[src/rtl/fadd_flow_ctrl_if.sv]
// Handshake and adder-side signal bundle for fadd_flow_ctrl.
// The slave modport is the flow-control block; the master modport is its environment (producer, adder, consumer).
interface fadd_flow_ctrl_if #(
  parameter int AW = 2
);
  logic          in_valid;
  logic          in_ready;
  logic [31:0]   in_a;
  logic [31:0]   in_b;
  logic          in_sub;
  logic [1:0]    in_rm;

  logic [31:0]   fa_a;
  logic [31:0]   fa_b;
  logic          fa_sub;
  logic [1:0]    fa_rm;
  logic          fa_e;
  logic [31:0]   fa_s;

  logic          out_valid;
  logic          out_ready;
  logic [31:0]   out_s;
  logic [AW:0]   occupancy;

  modport slave (
    input  in_valid, in_a, in_b, in_sub, in_rm, fa_s, out_ready,
    output in_ready, fa_a, fa_b, fa_sub, fa_rm, fa_e, out_valid, out_s, occupancy
  );

  modport master (
    output in_valid, in_a, in_b, in_sub, in_rm, fa_s, out_ready,
    input  in_ready, fa_a, fa_b, fa_sub, fa_rm, fa_e, out_valid, out_s, occupancy
  );
endinterface

[src/rtl/fadd_flow_ctrl.sv]
// Valid/ready wrapper around a 3-stage float adder: tracks live stages,
// buffers sums in an in-order FIFO and stalls the adder via fa_e when the FIFO cannot take a result.
module fadd_flow_ctrl #(
  parameter int DEPTH = 4,
  parameter int AW    = 2
) (
  input  logic clk,
  input  logic clrn,
  fadd_flow_ctrl_if.slave io
);
  localparam int            DATA_W  = 32;
  localparam logic [AW:0]   FULL    = (AW+1)'(DEPTH);
  localparam logic [AW:0]   CNT_ONE = (AW+1)'(1);
  localparam logic [AW-1:0] PTR_ONE = AW'(1);

  logic              vld_p1;
  logic              vld_p2;
  logic [AW-1:0]     wr_ptr;
  logic [AW-1:0]     rd_ptr;
  logic [AW:0]       count;
  logic [DATA_W-1:0] mem [DEPTH];

  logic pop;
  logic push;
  logic fa_e;
  logic accept;

  assign pop    = io.out_valid & io.out_ready;
  // A full FIFO still accepts a result in a cycle where the head leaves.
  assign push   = vld_p2 & ((count < FULL) | pop);
  assign fa_e   = ~vld_p2 | push;
  assign accept = io.in_valid & io.in_ready;

  assign io.in_ready  = clrn & fa_e;
  assign io.fa_e      = fa_e;
  assign io.fa_a      = io.in_a;
  assign io.fa_b      = io.in_b;
  assign io.fa_sub    = io.in_sub;
  assign io.fa_rm     = io.in_rm;

  assign io.out_valid = (count != '0);
  assign io.out_s     = mem[rd_ptr];
  assign io.occupancy = count;

  // Stage p1/p2: liveness of the align->cal and cal->norm adder registers
  always_ff @(posedge clk or negedge clrn) begin
    if (!clrn) begin
      vld_p1 <= 1'b0;
      vld_p2 <= 1'b0;
    end else if (fa_e) begin
      vld_p1 <= accept;
      vld_p2 <= vld_p1;
    end
  end

  // Result FIFO control
  always_ff @(posedge clk or negedge clrn) begin
    if (!clrn) begin
      wr_ptr <= '0;
      rd_ptr <= '0;
      count  <= '0;
    end else begin
      if (push) wr_ptr <= wr_ptr + PTR_ONE;
      if (pop)  rd_ptr <= rd_ptr + PTR_ONE;
      unique case ({push, pop})
        2'b10:   count <= count + CNT_ONE;
        2'b01:   count <= count - CNT_ONE;
        default: count <= count;
      endcase
    end
  end

  // Result FIFO storage
  always_ff @(posedge clk) begin
    if (push) mem[wr_ptr] <= io.fa_s;
  end
endmodule
[src/flat_wrapper.sv]
// flat-port wrapper written by rule: the top's interface ports become plain ports
module fadd_flow_ctrl_flat 
#(
  parameter int DEPTH = 4,
  parameter int AW    = 2
)
  (clk, clrn, io_in_valid, io_in_a, io_in_b, io_in_sub, io_in_rm, io_fa_s, io_out_ready, io_in_ready, io_fa_a, io_fa_b, io_fa_sub, io_fa_rm, io_fa_e, io_out_valid, io_out_s, io_occupancy);
  fadd_flow_ctrl_if #(.AW(AW)) io_i ();
  input  logic clk;
  input  logic clrn;
  input wire logic [$bits(io_i.in_valid)-1:0] io_in_valid;
  input wire logic [$bits(io_i.in_a)-1:0] io_in_a;
  input wire logic [$bits(io_i.in_b)-1:0] io_in_b;
  input wire logic [$bits(io_i.in_sub)-1:0] io_in_sub;
  input wire logic [$bits(io_i.in_rm)-1:0] io_in_rm;
  input wire logic [$bits(io_i.fa_s)-1:0] io_fa_s;
  input wire logic [$bits(io_i.out_ready)-1:0] io_out_ready;
  output wire logic [$bits(io_i.in_ready)-1:0] io_in_ready;
  output wire logic [$bits(io_i.fa_a)-1:0] io_fa_a;
  output wire logic [$bits(io_i.fa_b)-1:0] io_fa_b;
  output wire logic [$bits(io_i.fa_sub)-1:0] io_fa_sub;
  output wire logic [$bits(io_i.fa_rm)-1:0] io_fa_rm;
  output wire logic [$bits(io_i.fa_e)-1:0] io_fa_e;
  output wire logic [$bits(io_i.out_valid)-1:0] io_out_valid;
  output wire logic [$bits(io_i.out_s)-1:0] io_out_s;
  output wire logic [$bits(io_i.occupancy)-1:0] io_occupancy;
  assign io_i.in_valid = io_in_valid;
  assign io_i.in_a = io_in_a;
  assign io_i.in_b = io_in_b;
  assign io_i.in_sub = io_in_sub;
  assign io_i.in_rm = io_in_rm;
  assign io_i.fa_s = io_fa_s;
  assign io_i.out_ready = io_out_ready;
  assign io_in_ready = io_i.in_ready;
  assign io_fa_a = io_i.fa_a;
  assign io_fa_b = io_i.fa_b;
  assign io_fa_sub = io_i.fa_sub;
  assign io_fa_rm = io_i.fa_rm;
  assign io_fa_e = io_i.fa_e;
  assign io_out_valid = io_i.out_valid;
  assign io_out_s = io_i.out_s;
  assign io_occupancy = io_i.occupancy;
  fadd_flow_ctrl #(.DEPTH(DEPTH), .AW(AW)) u_core (.clk(clk), .clrn(clrn), .io(io_i));
endmodule
[config.mk]
export PLATFORM = sky130hd
export DESIGN_NAME = fadd_flow_ctrl_flat
export DESIGN_NICKNAME = d
export VERILOG_FILES = /design/src/rtl/fadd_flow_ctrl_if.sv /design/src/rtl/fadd_flow_ctrl.sv /design/src/flat_wrapper.sv
export SDC_FILE = /design/constraint.sdc
export NUM_CORES = 1
export LEC_CHECK = 0
export ABC_AREA = 1
export CAP_MARGIN = 10
export CORE_MARGIN = 5
export CORE_UTILIZATION = 25
export CTS_CLUSTER_SIZE = 8
export DETAILED_ROUTE_END_ITERATION = 10
export PLACE_DENSITY = 0.54
export SYNTH_ARGS = -nofsm -noshare
export SYNTH_HDL_FRONTEND = slang
export SYNTH_SLANG_ARGS = --single-unit
[constraint.sdc]
create_clock -name clk -period 6.25 [get_ports clk]
set_clock_uncertainty 0.15 [all_clocks]
set_input_delay 1.875 -clock clk [delete_from_list [all_inputs] [get_ports clk]]
set_output_delay 1.875 -clock clk [all_outputs]
set_load 0.03 [all_outputs]
### Word level (Yosys, flattened, before mapping)

Memories as Yosys holds them, arrays and structs flattened.
Cells that the tools add are included.

* register bits after elaboration: 9
* bits in writable memories: 128
* input bits: 103
* output and inout port bits: 105
* logic and storage cells: 25
* memories kept: 1

* $add $sub $neg: 4
* magnitude comparators: 1
* equality and inequality tests: 2
* muxes and demuxes: 3
* bitwise gates (word level): 7
* reduce and logical (&&, ||, !) cells: 2

Memories
* u_core.mem: words 4, width 32, rd ports 1, clocked after memory_dff 0, write ports 1, RTL line fadd_flow_ctrl.sv:21 `logic [DATA_W-1:0] mem [DEPTH];`

Operators by type and width (number)
* 3-bit case mux with 2 select lines: 1
* 2-bit by 1-bit adder with 2-bit output (second input constant): 2
* 1-bit AND: 4
* 3-bit by 1-bit adder with 3-bit output (second input constant): 1
* 3-bit < comparator (second input constant): 1
* 3-bit nonzero test: 1
* 3-bit by 1-bit subtractor with 3-bit output (second input constant): 1
* 2-bit by 1-bit == test with 1-bit output (second input constant): 1
* 2-bit == test (second input constant): 1
* 1-bit two-way mux: 2
* 1-bit bitwise OR: 2
* 2-bit nonzero test: 1
* 1-bit NOT: 1

### Logic depth before layout (Yosys ltp)

* depth after elaboration: 7
* mapped depth: 12
* depth with buffers taken out: 12

### Worst setup path after synthesis

Ideal clock, no wire load.

* path kind: input -> output
* start: input io_out_ready
* end: output io_in_ready
* arrival: 2.496 ns
* data required time: 4.225 ns
* setup slack: 1.729 ns
* stages on the path: 4
* buffers on the path: 0
* cells stage by stage: inv_1 nand3_1 nand2_1 inv_1

* longest elaborated chain between the ends: 5

RTL lines
* from (decl): RTL line flat_wrapper.sv:17 `input wire logic [$bits(io_i.out_ready)-1:0] io_out_ready;`
* 1-bit AND: RTL line fadd_flow_ctrl.sv:28 `assign pop = io.out_valid & io.out_ready;`
* 1-bit bitwise OR: RTL line fadd_flow_ctrl.sv:30 `assign push = vld_p2 & ((count < FULL) | pop);`
* 1-bit AND: RTL line fadd_flow_ctrl.sv:30
* 1-bit bitwise OR: RTL line fadd_flow_ctrl.sv:31 `assign fa_e = ~vld_p2 | push;`
* named net io_fa_e: RTL line flat_wrapper.sv:23 `output wire logic [$bits(io_i.fa_e)-1:0] io_fa_e;`
* 1-bit AND: RTL line fadd_flow_ctrl.sv:34 `assign io.in_ready = clrn & fa_e;`
* to (decl): RTL line flat_wrapper.sv:18 `output wire logic [$bits(io_i.in_ready)-1:0] io_in_ready;`

The timed path passes the listed nets, and every way through them passes these cells.

### Worst setup path after layout

* start: input io_out_ready
* end: output io_in_ready

* longest elaborated chain between the ends: 5

RTL lines (RTL line)
* 1-bit AND: fadd_flow_ctrl.sv:28
* 1-bit bitwise OR: fadd_flow_ctrl.sv:30
* 1-bit AND: fadd_flow_ctrl.sv:30
* 1-bit bitwise OR: fadd_flow_ctrl.sv:31
* 1-bit AND: fadd_flow_ctrl.sv:34

Every way passes these cells.

==> Flow_metrics.wiki <==
{| class="wikitable"
! Metric !! Value
|-
| Class of the worst hold path || reg2reg
|-
| Number of hold buffers added after CTS || 0
|-
| Number of diodes added for antenna fixing || 0
|-
| Normalized max-slew margin || 0.243
|-
| Number of cells produced by synthesis || between 500 and 600
|-
| Nets in the synthesized netlist || between 600 and 700
|-
| Worst hold path stage count || 2
|-
| Starting Density || 0.253
|-
| Largest net degree at the start of global routing || 121
|-
| First-pass detailed-route iteration total || 4
|-
| Detail-routed net length per standard cell || about 16 um
|-
| Critical path class || in2out
|-
| Post-route minimum period || ~5500 ps
|-
| Die Span X || 167 um
|-
| Slew Limit Fails || 0
|-
| P_sw || about 1.3 mW
|-
| Final-report setup violation count || 0
|-
| Most frequently used cell type in the post-synthesis netlist || sky130_fd_sc_hd__edfxtp_1
|-
| Deepest level of the CTS H-tree || 4
|-
| Top-level I/O count || 208
|-
| Required time at the endpoint of the critical path || ~4200 ps
|-
| Number of global-route vias before repair || approximately 3400
|-
| IR drop worst, VDD || about 0.00022 V
|-
| Register-to-register path setup slack || 3980 ps
|-
| Share of power burned in registers || 0.331
|-
| Clock buffer count from CTS || 17
|-
| Total detailed-routing wirelength || 13400 um
|-
| # rows || 57
|-
| Yosys synthesis warning count || 0
|-
| Proportion of power drawn by combinational gates || 0.389
|-
| Starting DRT DRC Count || approximately 110
|-
| Floorplan core area || roughly 0.024 mm^2
|-
| Global-route wire length before repair || 19900 um
|-
| Sequential-to-total area share from yosys stat || 0.662
|-
| Number of sinks handled by clock tree synthesis || between 100 and 150
|-
| Cell Pwr Density || slightly below 500 mW/mm^2
|-
| Clk pwr share || 0.280
|-
| Worst Tran Pin Value || around 1100 ps
|-
| Post-synthesis async set-or-reset flop share || 0.0657
|-
| Switching part of the total || 0.367
|-
| Setup repair after global routing missed its margin || no
|-
| Area of the mapped netlist || just over 0.006 mm^2
|-
| Area added between synthesis and finish || 18.4%
|-
| Dominant register cell in the synthesized netlist || sky130_fd_sc_hd__edfxtp_1
|-
| Post-Route Utilization || 0.300
|-
| Final non-filler cell total || about 860
|-
| Post-route ant nets || 0
|-
| Top post-synthesis cells by count || sky130_fd_sc_hd__edfxtp_1, sky130_fd_sc_hd__nand2_1, sky130_fd_sc_hd__inv_1, sky130_fd_sc_hd__buf_4, sky130_fd_sc_hd__o211ai_1
|-
| Number of buffers on the longest clock path || 2
|-
| HPWL reported at the end of detailed placement || just under 9000 um
|-
| Capture instance of the worst register-to-register path || u_core.io.occupancy[2]
|-
| Int Power || 2.25 mW
|-
| Source of the critical timing path || io_out_ready
|-
| Synthesized area per cell || roughly 12 um^2
|-
| Synth top area share || 0.626
|-
| Leading cell types by total area after synthesis || sky130_fd_sc_hd__edfxtp_1, sky130_fd_sc_hd__buf_4, sky130_fd_sc_hd__o211ai_1, sky130_fd_sc_hd__nand2_1, sky130_fd_sc_hd__inv_1
|-
| Clock tree from TritonCTS || built
|-
| Number of hold-slack violations in the final timing report || 0
|-
| Setup TNS || 0 ps
|-
| Final worst slack || a little under 800 ps
|-
| Height of the chip || 167 um
|-
| Count of buffers inserted at the top-level ports || between 70 and 80
|-
| FILL cells || about 2500
|-
| GRT Residual Overflow || 0
|-
| Number of synthesized register bits || 137
|-
| End of the critical path || io_in_ready
|-
| Worst-Skew Late Latency || 410 ps
|-
| Static power due to leakage || between 2 and 3 nW
|-
| Via count normalized by instance count || approximately 4.0
|-
| DRC errors left || 0
|-
| Post-CTS Setup Repair Bufs || 0
|-
| Cells after DPL || about 830
|-
| Kind of start point of the critical path || primary input
|-
| Total number of vias || 3423
|-
| Number of nets in the layout || 630
|-
| Post-route clock period utilization || 0.873
|-
| Reg2reg path depth || 9
|-
| Total of cells resized after clock tree synthesis || 0
|-
| Post-Place Setup Slack || just under 800 ps
|-
| Global routing usage summed across all routing layers || 0.0965
|-
| RD Place Congestion || approximately 0.68
|-
| Number of enable-type register cells in the synthesized netlist || between 100 and 150
|-
| Clk pin slew, worst setup/hold paths || 60 ps
|-
| Run status || completed
|-
| Maximum fanout along the worst path || 6
|-
| Category of the worst setup path capture point || primary output
|-
| Root cell of the clock tree || sky130_fd_sc_hd__clkbuf_16
|-
| Unique cell type count in the Yosys netlist || 18
|-
| Largest area contributor in the netlist || sky130_fd_sc_hd__edfxtp_1
|-
| Launch instance of the worst register-to-register path || u_core.io.occupancy[2]
|-
| Worst path arrival time || approximately 3400 ps
|-
| Count of max-cap constraint violations || 0
|-
| Die ar. || 0.0278 mm^2
|-
| Initial antenna violation count || 0
|-
| Share of post-route cells with drive strength above 1 || 0.0805
|-
| Maximum operating frequency || between 150 and 200 MHz
|}
[worst min-delay path by stage]
stage	from	endpoint	slack (ps)
floorplan	u_core.vld_p1	u_core.vld_p2	270
global placement	u_core.vld_p1	u_core.vld_p2	290
detailed placement	u_core.vld_p1	u_core.vld_p2	300
CTS	u_core.vld_p1	u_core.vld_p2	320
global route	u_core.vld_p1	u_core.vld_p2	330
finish	u_core.vld_p1	u_core.vld_p2	320
[cell families after synthesis]
kind of cell               after synthesis  synth area share
and+or+nand+nor                        125            0.0780
AOI/OAI and AO/OA                       69            0.0833
xor gates and xnor gates                 1           0.00143
buffers and inverters                  171             0.162
adders and majority gates                6            0.0134
DFF                                    137             0.662
[per-stage QoR]
step | power, mW | instance area, um^2 | hold WS [ps]
2_1_floorplan | 2.21 | 6140 | 270
3_3_place_gp | 2.60 | 6690 | 289
3_5_place_dp | 2.61 | 6690 | 298
4_1_cts | 3.62 | 7280 | 324
5_1_grt | 3.75 | 7280 | 332
6_report | 3.55 | 7280 | 317
[per-layer routing]
layer / vias to the layer above / GRT usage / part of all wire
met1: 1573 / 0.100 / 0.38
met3: 75 / 0.0353 / 0.064
met4: 2 / 0.0690 / 0.062
li1: 1676 / - / -
met5: - / 0.00696 / 0.0022
met2: 97 / 0.161 / 0.49
[placed cells by master, fill, tap and decap left out, types with 2 or more instances in the layout]
cell type	Yosys	final
sky130_fd_sc_hd__edfxtp_1	128	128
sky130_fd_sc_hd__nand2_1	114	114
sky130_fd_sc_hd__inv_1	82	82
sky130_fd_sc_hd__clkdlybuf4s50_1	0	73
sky130_fd_sc_hd__o211ai_1	65	65
sky130_fd_sc_hd__clkbuf_16	0	17
sky130_fd_sc_hd__dfrtp_1	9	9
sky130_fd_sc_hd__buf_4	70	8
sky130_fd_sc_hd__nand3_1	6	6
sky130_fd_sc_hd__ha_1	5	5
sky130_fd_sc_hd__nor2_4	0	4
sky130_fd_sc_hd__clkinv_2	0	4
sky130_fd_sc_hd__o21ai_0	3	3
sky130_fd_sc_hd__bufinv_16	0	3
sky130_fd_sc_hd__clkinvlp_4	0	3
sky130_fd_sc_hd__clkinv_4	0	2
sky130_fd_sc_hd__clkbuf_1	2	2
[power by group through the flow]
stage / clock network [mW] / registers [mW] / logic (mW)
5_1_grt: 1.06 / 1.19 / 1.51
2_1_floorplan: 0 / 1.21 / 0.995
4_1_cts: 1.02 / 1.18 / 1.42
3_3_place_gp: 0 / 1.19 / 1.41
3_5_place_dp: 0 / 1.20 / 1.41
6_report: 0.994 / 1.18 / 1.38
[registers in the layout, summed over array words and instances (netlist names)]
register,flops
u_core.mem,128
u_core.vld_p1,1
u_core.vld_p2,1
u_core.rd_ptr,2
u_core.wr_ptr,2
u_core.io.occupancy,3
[critical path: stages]
cell and delay (ps):
sky130_fd_sc_hd__clkdlybuf4s50_1 580, sky130_fd_sc_hd__inv_1 60, sky130_fd_sc_hd__nand3_1 140, sky130_fd_sc_hd__nand2_1 70, sky130_fd_sc_hd__inv_1 50, sky130_fd_sc_hd__clkdlybuf4s50_1 660
[area by class of cell]
| class | count | area (um^2) | area share |
|---|---|---|---|
| Sequential cell | 137 | 4070 | 0.559 |
| Multi-Input combinational cell | 201 | 1110 | 0.153 |
| Timing Repair Buffer | 81 | 791 | 0.109 |
| Clock buffer | 19 | 433 | 0.0595 |
| Tap cell | 324 | 405 | 0.0557 |
| Inverter | 83 | 314 | 0.0431 |
| Clock inverter | 13 | 154 | 0.0211 |
Note: power is estimated with default switching activity, not from simulation.
